## config.mk

```make
export PLATFORM = sky130hd
export DESIGN_NAME = vga_pixel_out
export DESIGN_NICKNAME = d
export VERILOG_FILES = /design/src/rtl/vga_pixel_out.sv
export SDC_FILE = /design/constraint.sdc
export NUM_CORES = 1
export LEC_CHECK = 0
export BUFFER_PORTS_ARGS = -buffer_cell sky130_fd_sc_hd__buf_2
export CAP_MARGIN = 20
export CORE_MARGIN = 1.5
export CORE_UTILIZATION = 54
export DETAILED_ROUTE_END_ITERATION = 8
export PLACE_DENSITY = 0.85
export SETUP_SLACK_MARGIN = 0.02
export SYNTH_ARGS = -nofsm -noshare
export SYNTH_HDL_FRONTEND = slang
export SYNTH_SLANG_ARGS = --single-unit
```

## constraint.sdc

```tcl
create_clock -name clk -period 2.1 [get_ports clk]
set_input_delay 0.21 -clock clk [delete_from_list [all_inputs] [get_ports clk]]
set_output_delay 0.21 -clock clk [all_outputs]
set_load 0.02 [all_outputs]
```

## src/rtl/vga_pixel_out.sv

```systemverilog
// VGA pixel output stage for the 128x128 monochrome bitmap path: aligns syncs and
// window to the ROM read pipeline, selects the pixel bit, applies blinking and registers the pins.
module vga_pixel_out #(
  parameter int unsigned ROM_LAT      = 1,
  parameter logic [2:0]  FG_COLOR     = 3'b010,
  parameter logic [2:0]  BG_COLOR     = 3'b000,
  parameter int unsigned BLINK_FRAMES = 30
) (
  input  logic       clk,
  input  logic       rst,
  input  logic       in_hsync,
  input  logic       in_vsync,
  input  logic       in_window,
  input  logic [2:0] index,
  input  logic [7:0] rom_data,
  input  logic       blink_en,
  output logic       out_hsync,
  output logic       out_vsync,
  output logic [2:0] out_rgb,
  output logic       frame_tick
);

  localparam int unsigned IDX_W    = 3;
  localparam int unsigned RGB_W    = 3;
  localparam int unsigned CNT_W    = 8;
  localparam int unsigned SYNC_LEN = ROM_LAT + 1;
  localparam logic [CNT_W-1:0] CNT_LAST = CNT_W'(BLINK_FRAMES - 1);

  logic [ROM_LAT-1:0][IDX_W-1:0] idx_pipe_q, idx_pipe_d;
  logic [SYNC_LEN-1:0]           hs_pipe_q, hs_pipe_d;
  logic [SYNC_LEN-1:0]           vs_pipe_q, vs_pipe_d;
  logic [SYNC_LEN-1:0]           win_pipe_q, win_pipe_d;

  logic             out_hsync_q, out_hsync_d;
  logic             out_vsync_q, out_vsync_d;
  logic [RGB_W-1:0] out_rgb_q, out_rgb_d;
  logic             frame_tick_q, frame_tick_d;
  logic             vsync_prev_q, vsync_prev_d;
  logic [CNT_W-1:0] blink_cnt_q, blink_cnt_d;
  logic             blink_phase_q, blink_phase_d;

  logic [IDX_W-1:0] idx_al_c;
  logic             win_al_c;
  logic             pix_c;
  logic             frame_edge_c;

  // Delay lines: index by ROM_LAT, syncs/window by ROM_LAT+1, all landing with rom_data.
  always_comb begin
    idx_pipe_d    = '0;
    idx_pipe_d[0] = index;
    for (int i = 1; i < int'(ROM_LAT); i++) begin
      idx_pipe_d[i] = idx_pipe_q[i-1];
    end
    hs_pipe_d  = {hs_pipe_q[SYNC_LEN-2:0], in_hsync};
    vs_pipe_d  = {vs_pipe_q[SYNC_LEN-2:0], in_vsync};
    win_pipe_d = {win_pipe_q[SYNC_LEN-2:0], in_window};
  end

  // Pixel select and colour; bit 7 of the byte is the leftmost pixel.
  always_comb begin
    idx_al_c    = idx_pipe_q[ROM_LAT-1];
    win_al_c    = win_pipe_q[SYNC_LEN-1];
    pix_c       = rom_data[IDX_W'(3'd7 - idx_al_c)];
    out_hsync_d = hs_pipe_q[SYNC_LEN-1];
    out_vsync_d = vs_pipe_q[SYNC_LEN-1];
    out_rgb_d   = BG_COLOR;
    if (!win_al_c) begin
      out_rgb_d = '0;
    end else if (pix_c && !(blink_en && blink_phase_q)) begin
      out_rgb_d = FG_COLOR;
    end
  end

  // Frame edge on the raw vsync, blink counter wraps and toggles the phase.
  always_comb begin
    frame_edge_c  = vsync_prev_q && !in_vsync;
    vsync_prev_d  = in_vsync;
    frame_tick_d  = frame_edge_c;
    blink_cnt_d   = blink_cnt_q;
    blink_phase_d = blink_phase_q;
    if (frame_edge_c) begin
      if (blink_cnt_q == CNT_LAST) begin
        blink_cnt_d   = '0;
        blink_phase_d = !blink_phase_q;
      end else begin
        blink_cnt_d = blink_cnt_q + CNT_W'(1);
      end
    end
  end

  always_ff @(posedge clk) begin
    if (rst) begin
      idx_pipe_q    <= '0;
      hs_pipe_q     <= '1;
      vs_pipe_q     <= '1;
      win_pipe_q    <= '0;
      out_hsync_q   <= 1'b1;
      out_vsync_q   <= 1'b1;
      out_rgb_q     <= '0;
      frame_tick_q  <= 1'b0;
      vsync_prev_q  <= 1'b0;
      blink_cnt_q   <= '0;
      blink_phase_q <= 1'b0;
    end else begin
      idx_pipe_q    <= idx_pipe_d;
      hs_pipe_q     <= hs_pipe_d;
      vs_pipe_q     <= vs_pipe_d;
      win_pipe_q    <= win_pipe_d;
      out_hsync_q   <= out_hsync_d;
      out_vsync_q   <= out_vsync_d;
      out_rgb_q     <= out_rgb_d;
      frame_tick_q  <= frame_tick_d;
      vsync_prev_q  <= vsync_prev_d;
      blink_cnt_q   <= blink_cnt_d;
      blink_phase_q <= blink_phase_d;
    end
  end

  assign out_hsync  = out_hsync_q;
  assign out_vsync  = out_vsync_q;
  assign out_rgb    = out_rgb_q;
  assign frame_tick = frame_tick_q;

endmodule

```

==> impl_metrics.tcl, run 1 <==
set metrics [dict create \
    grt_antenna_before_repair 0 \
    worst-setup-path-type "flip-flop to flip-flop" \
    overflow 0 \
    num_antenna_cells 0 \
    holdPathStages 2 \
    avgSynthCellArea_um2 10.3 \
    drt_iter0_markers 9 \
    leakagePower_nw 0.408 \
    crit_fanout 5 \
    cts_buffers 3 \
    chipHeight_um 44.8 \
    final_util_pct 67.3 \
    htree_levels 1 \
    synth-seq-cells 23 \
    synth_edf_count 0 \
    timing.final.crit_period_ns 1.45 \
    core_area_um2 1580 \
    critPathArrivalTime_ns 1.65 \
    initial_core_util_pct 59.8 \
    wl_um 1620 \
    drive_above_1_share_pct 31.3 \
    fin_skew_ns 0.00485 \
    final-max-slew-violation-count 0 \
    critPathTopFamily "simple AND/OR/NAND/NOR gates" \
    synth_ff_type "dfxtp_1" \
    fill_cells 129 \
    power_density_nw_per_um2 682 \
    track_usage_pct 19.5 \
    post-cts-setup-buffer-count 0 \
    rsz0062_at_grt "no" \
    grt_pass1_wl_um 2710 \
    final_net_count 132 \
    reg2reg_depth 5 \
    pin_count 23 \
    cts_sinks 23 \
    io_buffers 20 \
    num_vias 695 \
    ctsHoldBuffers 0 \
    reg2reg_to "blink_cnt_q[5]" \
    r2r_start "blink_cnt_q[0]" \
    grt_start_max_net_pins 25 \
    ys_types 28 \
    crit_chain "ha_1, nor4b_4, nand2_1, a21oi_1, o32ai_1" \
    final_cell_mix "23 x dfxtp_1, 20 x buf_2, 7 x nor2b_1" \
    grt_pass1_vias 650 \
    outcome "completed" \
    multiInputGateArea_um2 434 \
    cap_violations 0 \
    fin_crit_sh_pct 69.2 \
    drc 0 \
    dr.pass1.iters 4 \
    seq_area_um2 460 \
    yosysSeqAreaShare_pct 48.8 \
    rrSetupSlack_ns 0.65 \
    clkLatencyLatePin_ns 0.32 \
    hold_end "out_rgb[1]" \
    via_per_inst 5.43 \
    synthArstFlopShare_pct 0 \
    hold_viol 0 \
    die-area_um2 2010 \
    worstHoldPathType "primary input to flip-flop" \
    rows 14 \
    cts_tree "done" \
    place_congestion 0.802 \
    endpoint_kind "flip-flop" \
    area_growth_pct 12.5 \
    cts_root_buffer "clkbuf_4" \
    path_clk_slew_ns 0.12 \
    postRouteAntennaNets 0 \
    setup_viol 0 \
    p_total_uw 723 \
    start_kind "flip-flop" \
    final_common_cell "dfxtp_1" \
    critPathRequiredTime_ns 2.30 \
    postSynthCellCount 92 \
    clockBufferDepth 2 \
    syn-cell-area_um2 943 \
    hold_start "blink_en" \
    drt-wirelength-per-cell_um 12.7 \
    fin_setup_tns_ns 0 \
    vdd_drop_max_v 0.000500 \
    slowest_delay_ns 0.43 \
    max_freq_mhz 688 \
    cts_resized 0 \
    dieWidth_um 44.8 \
    path_buf_inv 0 \
    yosysWarningCount 0 \
    crit_slowest_cell "dfxtp_1" \
]
## sequential cells by signal, summed over array words and instances, names as in the netlist
register and flops:
out_vsync 1, idx_al_c 3, blink_cnt_q 8, win_pipe_q 2, blink_phase_q 1, vs_pipe_q 2
out_hsync 1, hs_pipe_q 2, vsync_prev_q 1, out_rgb 1, frame_tick 1
## metal layers
metal	up-vias	routed length, µm	GRT usage [%]
li1	349	-	-
met1	325	687	20.8
met2	16	836	34.2
met3	5	56	4.80
met4	0	43	12.4
met5	-	0	0
## final cells by class
type | count | area share (%)
repair buffers | 20 | 9.43
clock buffers | 3 | 2.12
clock inverters | 1 | 0.472
multi-input cells | 60 | 40.9
flip-flops and latches | 23 | 43.4
well taps | 16 | 1.89
inverters | 5 | 1.77
## per-stage QoR
| step | setup slack (ns) | cell area [µm²] | std cells | hold slack, ns |
|---|---|---|---|---|
| after floorplan | 0.882 | 947 | 93 | 0.304 |
| after global placement | 0.803 | 1030 | 124 | 0.394 |
| after detailed placement | 0.693 | 1030 | 124 | 0.396 |
| final | 0.647 | 1060 | 128 | 0.0616 |
| after CTS | 0.659 | 1060 | 128 | 0.0641 |
| after global routing | 0.545 | 1060 | 128 | 0.0637 |
## synthesized netlist by cell type, types with 3 or more instances
master / n / area share (%)
or2_2: 6 / 4.0
nor2b_1: 7 / 4.6
a21oi_1: 6 / 3.2
o32ai_1: 3 / 2.8
or3_1: 4 / 2.7
dfxtp_1: 23 / 49
nand3_1: 6 / 3.2
nor2_1: 4 / 1.6
nand2_1: 4 / 1.6
inv_1: 5 / 2.0
## logic make-up (layout without fill, tap and decap cells)
logic type	after synthesis	after routing	synth area share, %
compound gates	13	13	9.42
mux	3	3	5.84
simple gates	37	37	24.5
other cells	1	2	0.397
buf+inv	10	29	5.57
xor+xnor	3	3	2.79
flops	23	23	48.8
fa+ha+maj	2	2	2.65
## report_power, final
part | internal [mW] | switching, mW | leakage [nW]
clock network | 0.0714 | 0.134 | 0.0177
logic | 0.0326 | 0.0291 | 0.202
registers | 0.450 | 0.00657 | 0.188
## how the worst max path moves through the flow
stage                     cells after the start  slack [ns]              to           start
after detailed placement                      5        0.69  blink_cnt_q[5]  blink_cnt_q[0]
final                                         5        0.65  blink_cnt_q[5]  blink_cnt_q[0]
after CTS                                     5        0.66  blink_cnt_q[5]  blink_cnt_q[0]
after global routing                          5        0.55   blink_phase_q  blink_cnt_q[0]
after global placement                        5        0.80  blink_cnt_q[7]  blink_cnt_q[0]
after floorplan                               5        0.88  blink_cnt_q[5]  blink_cnt_q[0]
Power figures use the tool's default switching activity.
==> run 2: changes to the inputs <==
--- a/config.mk
+++ b/config.mk
@@ -8,9 +8,9 @@
 export BUFFER_PORTS_ARGS = -buffer_cell sky130_fd_sc_hd__buf_2
 export CAP_MARGIN = 20
 export CORE_MARGIN = 1.5
-export CORE_UTILIZATION = 54
+export CORE_UTILIZATION = 50
 export DETAILED_ROUTE_END_ITERATION = 8
-export PLACE_DENSITY = 0.85
+export PLACE_DENSITY = 0.79
 export SETUP_SLACK_MARGIN = 0.02
 export SYNTH_ARGS = -nofsm -noshare
 export SYNTH_HDL_FRONTEND = slang
==> constraint.sdc (replaced) <==
create_clock -name clk -period 1.5 [get_ports clk]
set_input_delay 0.15 -clock clk [delete_from_list [all_inputs] [get_ports clk]]
set_output_delay 0.15 -clock clk [all_outputs]
set_load 0.02 [all_outputs]
==> run 2 against run 1 <==
Effect of this change: utilization decreased by 5.2 points; critical path type unchanged; combinational power grew 45%; fmax increased by 6.6%; flip-flop and latch count unchanged; routed wire length grew 2.3%.
==> impl_metrics.tcl, run 2 (same netlist as run 1, synthesis figures left out) <==
set metrics [dict create \
    critPathArrivalTime_ns 1.56 \
    crit_fanout 5 \
    final-max-slew-violation-count 0 \
    reg2reg_to "blink_cnt_q[1]" \
    p_seq_share_pct 63.3 \
    max_freq_mhz 734 \
    crit_slowest_cell "dfxtp_1" \
    grt_pass1_vias 580 \
    track_usage_pct 16.9 \
    num_antenna_cells 0 \
    power_frac_clock_pct 27.8 \
    swShare_pct 23.2 \
    fin_skew_ns 0.00830 \
    hold_viol 0 \
    grt_start_max_net_pins 25 \
    vdd_drop_max_v 0.000654 \
    dp_hpwl_um 1120 \
    initial_core_util_pct 54.1 \
    core_area_um2 1750 \
    dieWidth_um 46.4 \
    cts_root_buffer "clkbuf_4" \
    rows 15 \
    worstHoldPathType "primary input to flip-flop" \
    dr.pass1.iters 4 \
    slowest_delay_ns 0.37 \
    die-area_um2 2160 \
    clockBufferDepth 2 \
    via_per_inst 4.94 \
    largest_reg_flops 8 \
    final_net_count 133 \
    fin_setup_tns_ns 0 \
    cts_buffers 3 \
    critPathRequiredTime_ns 1.70 \
    r2r_start "blink_cnt_q[1]" \
    postRouteAntennaNets 0 \
    worst-setup-path-type "flip-flop to flip-flop" \
    path_buf_inv 1 \
    largest_register "blink_cnt_q" \
    power_density_nw_per_um2 934 \
    cap_violations 0 \
    chipHeight_um 46.4 \
    overflow 0 \
    netSwitchingPower_uw 235 \
    path_clk_slew_ns 0.12 \
    leakagePower_nw 0.413 \
    pin_count 23 \
    p_comb_share_pct 8.8 \
    outcome "completed" \
    place_congestion 0.771 \
    num_vias 682 \
    hold_end "out_rgb[1]" \
    final_common_cell "dfxtp_1" \
    drt-wirelength-per-cell_um 12.0 \
    final_cell_mix "22 x dfxtp_1, 20 x buf_2, 7 x nor2b_1" \
    grt_antenna_before_repair 0 \
    fin_crit_sh_pct 90.9 \
    fill_cells 158 \
    timing.final.crit_period_ns 1.36 \
    fin_area_um2 1080 \
    io_buffers 20 \
    cts_tree "done" \
    cts_sinks 23 \
    drc 0 \
    rrSetupSlack_ns 0.14 \
    dpl_cell_area_um2 1040 \
    clkLatencyLatePin_ns 0.31 \
    grt_pass1_wl_um 2460 \
    htree_levels 1 \
    endpoint_kind "flip-flop" \
    post-cts-setup-buffer-count 0 \
    drive_above_1_share_pct 31.9 \
    critPathTopFamily "simple AND/OR/NAND/NOR gates" \
    start_kind "flip-flop" \
    drt_iter0_markers 8 \
    crit_chain "inv_1, ha_1, nor4b_4, nand3_1, nand2b_1, a211oi_1" \
    wl_um 1660 \
    area_growth_pct 14.9 \
    rsz0062_at_grt "no" \
    setup_viol 0 \
    reg2reg_depth 6 \
    hold_start "blink_en" \
    internal_power_uw 777 \
    holdPathStages 2 \
]
-- run 2: worst max-delay path by stage --
| stage | startpoint | end | slack (ns) | cells after the start |
|---|---|---|---|---|
| finish | blink_cnt_q[1] | blink_cnt_q[1] | 0.14 | 6 |
| global route | blink_cnt_q[1] | blink_cnt_q[7] | 0.03 | 6 |
| CTS | blink_cnt_q[0] | blink_cnt_q[1] | 0.08 | 5 |
| detailed placement | blink_cnt_q[0] | blink_cnt_q[1] | 0.12 | 5 |
| global placement | blink_cnt_q[0] | blink_cnt_q[1] | 0.18 | 5 |
| floorplan | blink_cnt_q[0] | blink_cnt_q[5] | 0.28 | 5 |
-- run 2: worst reg2reg max path, delay by kind of cell, from the launching register on --
| family | cells | cell delay (ns) |
|---|---|---|
| AND/OR/NAND/NOR | 3 | 0.61 |
| flip-flops | 1 | 0.37 |
| adder cells (fa/ha/maj) | 1 | 0.14 |
| buffers and inverters | 1 | 0.07 |
| AO/OA/AOI/OAI | 1 | 0.07 |
-- run 2: what timing repair did --
item	4_1_cts	5_1_grt
endpoints found under the setup margin	0	8
resized for setup	0	1
hold buffers	0	1
hold endpoints to repair	0	1
-- run 2: layout make-up --
cell class | instances | area, µm² | share of cell area (%)
clock buffers | 3 | 22.5 | 2.08
inverters | 5 | 18.8 | 1.73
flip-flops and latches | 23 | 462 | 42.6
multi-input cells | 60 | 434 | 40.1
well taps | 25 | 31.3 | 2.89
repair buffers | 21 | 110 | 10.2
clock inverters | 1 | 5.00 | 0.462
-- run 2: per-layer routing --
layer / part of all wire (%) / wire (µm) / GRT usage [%] / up-vias
met4: 1.6 / 27 / 10.3 / 0
met2: 51 / 849 / 26.7 / 14
met5: 0 / 0 / 0 / -
met1: 44 / 732 / 20.0 / 308
met3: 3.0 / 50 / 4.71 / 4
li1: - / - / - / 356
-- run 2: power groups by stage --
stage | Combinational [mW] | Sequential (mW) | Clock [mW]
2_1_floorplan | 0.0576 | 0.655 | 0
3_3_place_gp | 0.0823 | 0.652 | 0
3_5_place_dp | 0.0856 | 0.653 | 0
4_1_cts | 0.0877 | 0.641 | 0.292
5_1_grt | 0.0975 | 0.643 | 0.330
6_report | 0.0894 | 0.641 | 0.282
-- run 2: through the flow --
stage | power, mW | util (%) | std cells | setup slack [ns] | hold WS (ns)
5_1_grt | 1.07 | 62.1 | 138 | 0.0314 | 0.00113
6_report | 1.01 | 62.1 | 138 | 0.137 | 0.0194
2_1_floorplan | 0.712 | - | 93 | 0.282 | 0.244
3_3_place_gp | 0.734 | 59.9 | 133 | 0.181 | 0.335
3_5_place_dp | 0.739 | 59.9 | 133 | 0.120 | 0.337
4_1_cts | 1.02 | 61.4 | 137 | 0.0771 | 0.0000844
